## src/rtl/uart_rx_deser.sv

```systemverilog
// UART receive deserializer: 16x oversampled start/data/parity/stop framing into 10-bit FIFO records.
// Optional UART_BREAK_DET_EN: a held break yields one record and a break_o pulse.
`timescale 1ns/1ps
module uart_rx_deser #(
    parameter int OVERSAMPLE = 16,
    parameter int REC_WIDTH  = 10
) (
    input  logic                 clk,
    input  logic                 wb_rst_ni,
    input  logic                 enable,
    input  logic                 srx_pad_i,
    input  logic [7:0]           lcr,
    input  logic                 rx_reset,
    output logic                 rf_push,
    output logic [REC_WIDTH-1:0] rf_data_in,
    output logic                 rx_busy,
    output logic                 break_o
);

    localparam int CW = $clog2(OVERSAMPLE);
    localparam logic [CW-1:0] HALF_M1 = CW'(OVERSAMPLE / 2 - 1);
    localparam logic [CW-1:0] FULL_M1 = CW'(OVERSAMPLE - 1);

`ifdef UART_BREAK_DET_EN
    typedef enum logic [2:0] {IDLE, START, DATA, PARITY, STOP, PUSH, WAIT_IDLE} state_t;
`else
    typedef enum logic [2:0] {IDLE, START, DATA, PARITY, STOP, PUSH} state_t;
`endif

    typedef struct packed {
        logic       stick;
        logic       eps;
        logic       pen;
        logic [1:0] wls;
    } lcr_t;

    state_t            state_q, state_n;
    logic [1:0]        sync_q;
    logic              rx_s;
    logic [CW-1:0]     cnt_q, cnt_n;
    logic [2:0]        idx_q, idx_n;
    logic [7:0]        data_q, data_n;
    lcr_t              lcr_q, lcr_n;
    logic              par_bit_q, par_bit_n;
    logic              push_n;
    logic              busy_n;
    logic [REC_WIDTH-1:0] rec_n;
    logic              par_exp, par_err, is_break;
    logic              lcr_unused;

    assign rx_s       = sync_q[1];
    assign lcr_unused = ^{lcr[7:6], lcr[2]};

    // Expected parity; unused data MSBs are zero so they do not disturb the XOR.
    assign par_exp  = lcr_q.stick ? ~lcr_q.eps : (^data_q ^ ~lcr_q.eps);
    assign par_err  = lcr_q.pen && (par_bit_q != par_exp);
    assign is_break = (data_q == 8'h00) && (!lcr_q.pen || !par_bit_q) && !rx_s;

`ifdef UART_BREAK_DET_EN
    logic brk_q, brk_n;
    assign break_o = brk_q;
`else
    assign break_o = 1'b0;
`endif

    always_comb begin
        state_n   = state_q;
        cnt_n     = cnt_q;
        idx_n     = idx_q;
        data_n    = data_q;
        lcr_n     = lcr_q;
        par_bit_n = par_bit_q;
        push_n    = 1'b0;
        rec_n     = rf_data_in;
`ifdef UART_BREAK_DET_EN
        brk_n     = 1'b0;
`endif
        case (state_q)
            IDLE: if (enable && !rx_s) begin
                state_n = START;
                cnt_n   = '0;
                lcr_n   = '{stick: lcr[5], eps: lcr[4], pen: lcr[3], wls: lcr[1:0]};
            end
            START: if (enable) begin
                if (cnt_q == HALF_M1) begin
                    if (!rx_s) begin
                        state_n = DATA;
                        cnt_n   = '0;
                        idx_n   = '0;
                        data_n  = '0;
                    end else begin
                        state_n = IDLE;
                    end
                end else begin
                    cnt_n = cnt_q + 1'b1;
                end
            end
            DATA: if (enable) begin
                if (cnt_q == FULL_M1) begin
                    cnt_n         = '0;
                    data_n[idx_q] = rx_s;
                    idx_n         = idx_q + 3'd1;
                    // last index is 4 + wls
                    if (idx_q == {1'b1, lcr_q.wls})
                        state_n = lcr_q.pen ? PARITY : STOP;
                end else begin
                    cnt_n = cnt_q + 1'b1;
                end
            end
            PARITY: if (enable) begin
                if (cnt_q == FULL_M1) begin
                    cnt_n     = '0;
                    par_bit_n = rx_s;
                    state_n   = STOP;
                end else begin
                    cnt_n = cnt_q + 1'b1;
                end
            end
            STOP: if (enable) begin
                if (cnt_q == FULL_M1) begin
                    state_n = PUSH;
                    push_n  = 1'b1;
                    rec_n   = {data_q, par_err, ~rx_s};
`ifdef UART_BREAK_DET_EN
                    if (is_break) begin
                        rec_n = {8'h00, 1'b0, 1'b1};
                        brk_n = 1'b1;
                    end
`endif
                end else begin
                    cnt_n = cnt_q + 1'b1;
                end
            end
`ifdef UART_BREAK_DET_EN
            PUSH:      state_n = brk_q ? WAIT_IDLE : IDLE;
            WAIT_IDLE: if (enable && rx_s) state_n = IDLE;
`else
            PUSH:      state_n = IDLE;
`endif
            default:   state_n = IDLE;
        endcase

        if (rx_reset) begin
            state_n = IDLE;
            push_n  = 1'b0;
            rec_n   = rf_data_in;
`ifdef UART_BREAK_DET_EN
            brk_n   = 1'b0;
`endif
        end

        busy_n = (state_n == DATA) || (state_n == PARITY) ||
                 (state_n == STOP) || (state_n == PUSH);
    end

    always_ff @(posedge clk or negedge wb_rst_ni) begin
        if (!wb_rst_ni) begin
            sync_q     <= 2'b11;
            state_q    <= IDLE;
            cnt_q      <= '0;
            idx_q      <= '0;
            data_q     <= '0;
            lcr_q      <= '0;
            par_bit_q  <= 1'b0;
            rf_push    <= 1'b0;
            rf_data_in <= '0;
            rx_busy    <= 1'b0;
        end else begin
            sync_q     <= {sync_q[0], srx_pad_i};
            state_q    <= state_n;
            cnt_q      <= cnt_n;
            idx_q      <= idx_n;
            data_q     <= data_n;
            lcr_q      <= lcr_n;
            par_bit_q  <= par_bit_n;
            rf_push    <= push_n;
            rf_data_in <= rec_n;
            rx_busy    <= busy_n;
        end
    end

`ifdef UART_BREAK_DET_EN
    always_ff @(posedge clk or negedge wb_rst_ni) begin
        if (!wb_rst_ni) brk_q <= 1'b0;
        else            brk_q <= brk_n;
    end
`else
    logic is_break_unused;
    assign is_break_unused = is_break;
`endif

endmodule

```

## config.mk

```make
export PLATFORM = sky130hd
export DESIGN_NAME = uart_rx_deser
export DESIGN_NICKNAME = d
export VERILOG_FILES = /design/src/rtl/uart_rx_deser.sv
export SDC_FILE = /design/constraint.sdc
export NUM_CORES = 1
export LEC_CHECK = 0
export ABC_CLOCK_PERIOD_IN_PS = 2100
export CAP_MARGIN = 20
export CORE_ASPECT_RATIO = 0.7
export CORE_MARGIN = 1.5
export CORE_UTILIZATION = 51
export CTS_BUF_LIST = sky130_fd_sc_hd__clkbuf_4
export DETAILED_ROUTE_END_ITERATION = 10
export PLACE_DENSITY = 0.86
export SLEW_MARGIN = 10
export SYNTH_ARGS = -nofsm -noshare
export SYNTH_HDL_FRONTEND = slang
export SYNTH_SLANG_ARGS = --single-unit
```

## constraint.sdc

```tcl
create_clock -name clk -period 2.1 [get_ports clk]
set_clock_uncertainty 0.1 [all_clocks]
set_input_delay 0.315 -clock clk [delete_from_list [all_inputs] [get_ports clk]]
set_output_delay 0.315 -clock clk [all_outputs]
set_load 0.03 [all_outputs]
```

# == After elaboration in Yosys (flattened, before gate mapping) ==
# Index checks and enable logic that the tools add are counted.
# totals
memories,0
elab_cells,103
ff_bits,38
latch_bits,0
out_inout_bits,13
input_bits,13
mem_bits_ro,0
ramBits,0
# classes
shift,0
mul,0
div_mod_pow,0
bitwise_logic,4
n_eq_ne,22
mux,43
reduce_logical,17
addsub,2
magnitude_cmp,2
# op_table
cell,count
2-to-1 mux 3 bit,17
2-to-1 mux 8 bit,5
2-to-1 mux 4 bit,8
inequality test 2 bit (second input constant),8
one-hot mux 4 bit (4 select lines),1
one-hot mux 8 bit (2 select lines),1
one-hot mux 3 bit (5 select lines),1
== test 3 x 2 -> 1 bit (second input constant),4
== test 3 bit (second input constant),3
bitwise mux 8 bit,1
XOR reduction 8 bit,1
AND reduction 7 bit,1
2-to-1 mux 1 bit,6
one-hot mux 3 bit (2 select lines),1
AND reduction 6 bit,1
adder 4 x 1 -> 4 bit (second input constant),1
== test 4 x 3 -> 1 bit (second input constant),1
== test 4 bit (second input constant),1
< comparator 3 x 4 -> 1 bit (second input constant),1
AND reduction 4 bit,1
nonzero test 4 bit,1
adder 3 x 1 -> 3 bit (second input constant),1
demux 1 bit (select 3 bit),1
== test 3 x 1 -> 1 bit (second input constant),1
16 further kinds,22

# == Logic depth before layout (Yosys ltp) ==
# logic_depth
word_depth,10
ltp_mapped,7
depth_no_buf,6

# == Worst setup path after synthesis ==
# No wires, ideal clock.
# synth_path
kind,register to register
startpoint,register state_q[1]
endpoint,register data_q[4]
required_time_ps,1864
synth_period_minus_slack_ps,1952
setup_time_ps,136
path_buffers,0
slack_ps,148
arrival_time_ps,1716
stages_incl_launch_ff,6
cell_sequence,dfrtp_1 or4b_4 a211oi_4 nand2_2 o311ai_1 o41ai_1
# synth_between
elab_chain_cells,3
elab_cells_between_ends,10
classes_between,7 x eq/ne; 1 x mux; 2 x reduce/logical
# synth_rtl
item,line,rtl
"start, declared",37,"state_t state_q, state_n;"
"start signal, assigned",170,state_q <= state_n;
== test 3 x 2 -> 1 bit / == test 3 x 1 -> 1 bit (equally long branches),78,case (state_q)
inequality test 2 bit (no source line) / nonzero test 2 bit (equally long branches),n/a,
AND reduction 6 bit (no source line),n/a,
"end signal, assigned",173,data_q <= data_n;
"end, declared",42,"logic [7:0] data_q, data_n;"
# Parallel ways exist; a longest one is shown, timed or not.
# A chain may end at the register's enable or synchronous reset.

# == Worst setup path after layout ==
# layout_path
startpoint,register state_q[1]
endpoint,register data_q[7]
# The elaborated chain is that of the path after synthesis.

==> out/results.txt <==
status: completed
Wirelength per Cell: 14.00 um
Initial Util: 55.04%
total CTS buffers: 5
syn_nets: 215
largest net degree at the start of global routing: 39
H-tree depth: 2
Residual DRC: 0
IO buf count: 21
Worst-path clk slew: 0.12 ns
grt total ovfl: 0
drt total wl: 3.991 mm
PwrDens: 540.1 nW/um^2
fin crit share: 97.13%
final hold violations: 0
met3 Track Usage GR: 5.785%
GRT met2 Usage: 26.83%
Critical Path Start Type: register
EDFF count, synth: 0
CP max stage cell: or4b_4
width of the die: 77.77 um
first-pass GRT wire length: 6.734 mm
VDD IR-drop max: 0.3467 mV
# setup viols final: 0
top cells by count, synth: nand2_1 (37), dfrtp_1 (36), nor2_1 (13)
mux cell area share after synthesis: 9.530%
Synth warnings: 0
site row count: 18
Critical Path AT: 2.20 ns
nets@finish: 249
pre-CTS setup slack: -0.01981 ns
Post-Synth Adder-Cell Area: 1.254%
hold path depth: 0
utilization after layout: 66.32%
Crit Path Max Fanout: 7
Max Cap Viol: 0
HPWL after DPL: 2.948 mm
chip height: 55.34 um
Max stage delay on crit path: 0.56 ns
vias in the first global route: 1459
Post-Syn Area: 1996 um^2
most frequent cell after synthesis: nand2_1
post-synthesis sequential area ratio: 47.77%
Avg Vias per Cell: 5.586
WS Path Type: reg -> reg
Setup TNS: 0 ns
Final WS setup: 0.06028 ns
post-synth top area cell: dfrtp_1
leakage power: 1.074 nW
Post-synth ARST share: 100.0%
initial antenna violation count: 0
Avg Synthesized Cell Area: 9.978 um^2
CTS root buffer: clkbuf_4
xor-xnor portion of the synthesized cell area: 4.828%
f_max: 0.4903 GHz
Initial DRC Count: 156
num ports: 26
post-synthesis cell type count: 50
total power: 1.299 mW
placed cells: 275
crit-path leading delay family: simple AND/OR/NAND/NOR gates
worst hold endpoint: sync_q[1]
RSZ-0062 raised after global routing: false
cell area after placement: 2321 um^2
Synth Area in Compound Gates: 9.216%
Final ANT Viol Nets: 0
top-area cell type share of the netlist area: 45.14%
via count: 1592
Hold Crit Start: sync_q[0]
clk_lat worst skew: 0.35 ns
clock sinks: 38
synthesis-to-finish area growth: 20.50%
number of synthesized register bits: 38
met1 Use GR: 30.05%
R2R setup slack: 0.06 ns
max-slew violation count: 0
worst path cell trace: or4b_4 > a211oi_4 > nand2_2 > buf_4 > o31ai_1
CTS tree: done
non-filler cells, final: 285
fillers: 283
Core ar.: 3626 um^2
Buf+Inv Stages, Crit Path: 1
DR pass1 iterations: 4
largest family of logic cells by synthesized area: simple AND/OR/NAND/NOR gates
ANT cells: 0
type of the worst min-delay path: reg -> reg
Worst Hold Margin: 0.2625 ns
Mapped Cells: 200
fin area: 2405 um^2
Synth Area in Simple Gates: 24.08%
r2r endpoint: data_q[7]
synth top area cells: dfrtp_1 (45%), nand2_1 (7.0%), mux2i_1 (5.0%)
gpl congestion: 0.9196
die area: 4303 um^2
Worst EP required: 2.26 ns
Longest Clk Path Bufs: 2
Final Critical Period: 2.040 ns
Total GRT Usage: 20.39%
GR peak layer: met1
Primary FF master, synth: dfrtp_1
Crit. End Element: register
layout cell share with drive strength beyond 1: 18.72%
R2R cell count: 5
reg2reg start: state_q[1]
-- per-layer routing --
metal	vias to the layer above	wire length [um]	part of all wire [%]
li1	760	-	-
met1	744	1864	47
met2	76	1658	42
met3	12	381	9.5
met4	0	87	2.2
met5	-	0	0
-- power breakdown --
part	internal, mW	total, mW	switching, mW
clock	0.125	0.371	0.246
combinational	0.0706	0.134	0.0633
sequential	0.763	0.794	0.0314
-- state kept, by name (all words and copies together) (netlist names), 2 cells and up --
| register | count |
|---|---|
| cnt_q | 4 |
| data_q | 8 |
| idx_q | 3 |
| lcr_q | 5 |
| rf_data_in | 10 |
| state_q | 3 |
| sync_q | 2 |
-- repair_timing --
| action | in CTS | in global routing |
|---|---|---|
| resized for setup | 0 | 3 |
| setup endpoints to repair | 0 | 10 |
| hold endpoints to repair | 36 | 0 |
| hold buffers | 1 | 0 |
| setup buffers | 0 | 1 |
-- cell usage in the layout, fill, tap and decap left out, types with 2 or more instances in the layout --
cell             synthesis  final
nor3_1                   2      2
o21ai_0                  7      7
mux2_1                   2      2
o41ai_1                  2      2
nand4_1                  4      4
a21boi_0                 2      2
inv_1                    4      4
dfrtp_1                 36     36
xnor2_1                  8      8
buf_4                    2     15
dfstp_2                  2      2
nor2_1                  13     13
clkdlybuf4s50_1          0     20
nand2_1                 37     37
mux2_2                   6      6
nand3_1                  9      9
and2b_1                  2      2
a21oi_1                  3      3
clkbuf_4                 0      5
nand2b_1                 3      3
o22ai_1                  2      2
nor2b_1                  3      3
mux2i_1                 10     10
xor2_1                   3      3
nand3b_1                 3      3
-- final cells by class --
cell class	count	area, um^2	share of cell area (%)
well taps	50	62.56	2.601
multi-input cells	148	992.2	41.26
repair buffers	37	327.8	13.63
inverters	4	15.01	0.6243
clock buffers	5	37.54	1.561
clock inverters	3	16.27	0.6764
flip-flops and latches	38	953.4	39.65
-- logic make-up after synthesis --
kind of cell,after synthesis
simple gates,91
flops,38
fa+ha+maj,2
compound gates,25
buf+inv,14
xor+xnor,11
mux,18
other cells,1
-- worst register-to-register path: stages, from the launching register on --
cell      delay (ns)
dfrtp_1         0.43
or4b_4          0.56
a211oi_4        0.29
nand2_2         0.17
buf_4           0.17
o31ai_1         0.24
-- worst max-delay path by stage --
stage | end | start | cells after the start
finish | data_q[7] | state_q[1] | 5
global route | data_q[6] | state_q[1] | 5
CTS | cnt_q[1] | state_q[1] | 5
detailed placement | cnt_q[1] | enable | 5
global placement | cnt_q[3] | enable | 6
floorplan | data_q[4] | state_q[1] | 5
Power figures use the tool's default switching activity.
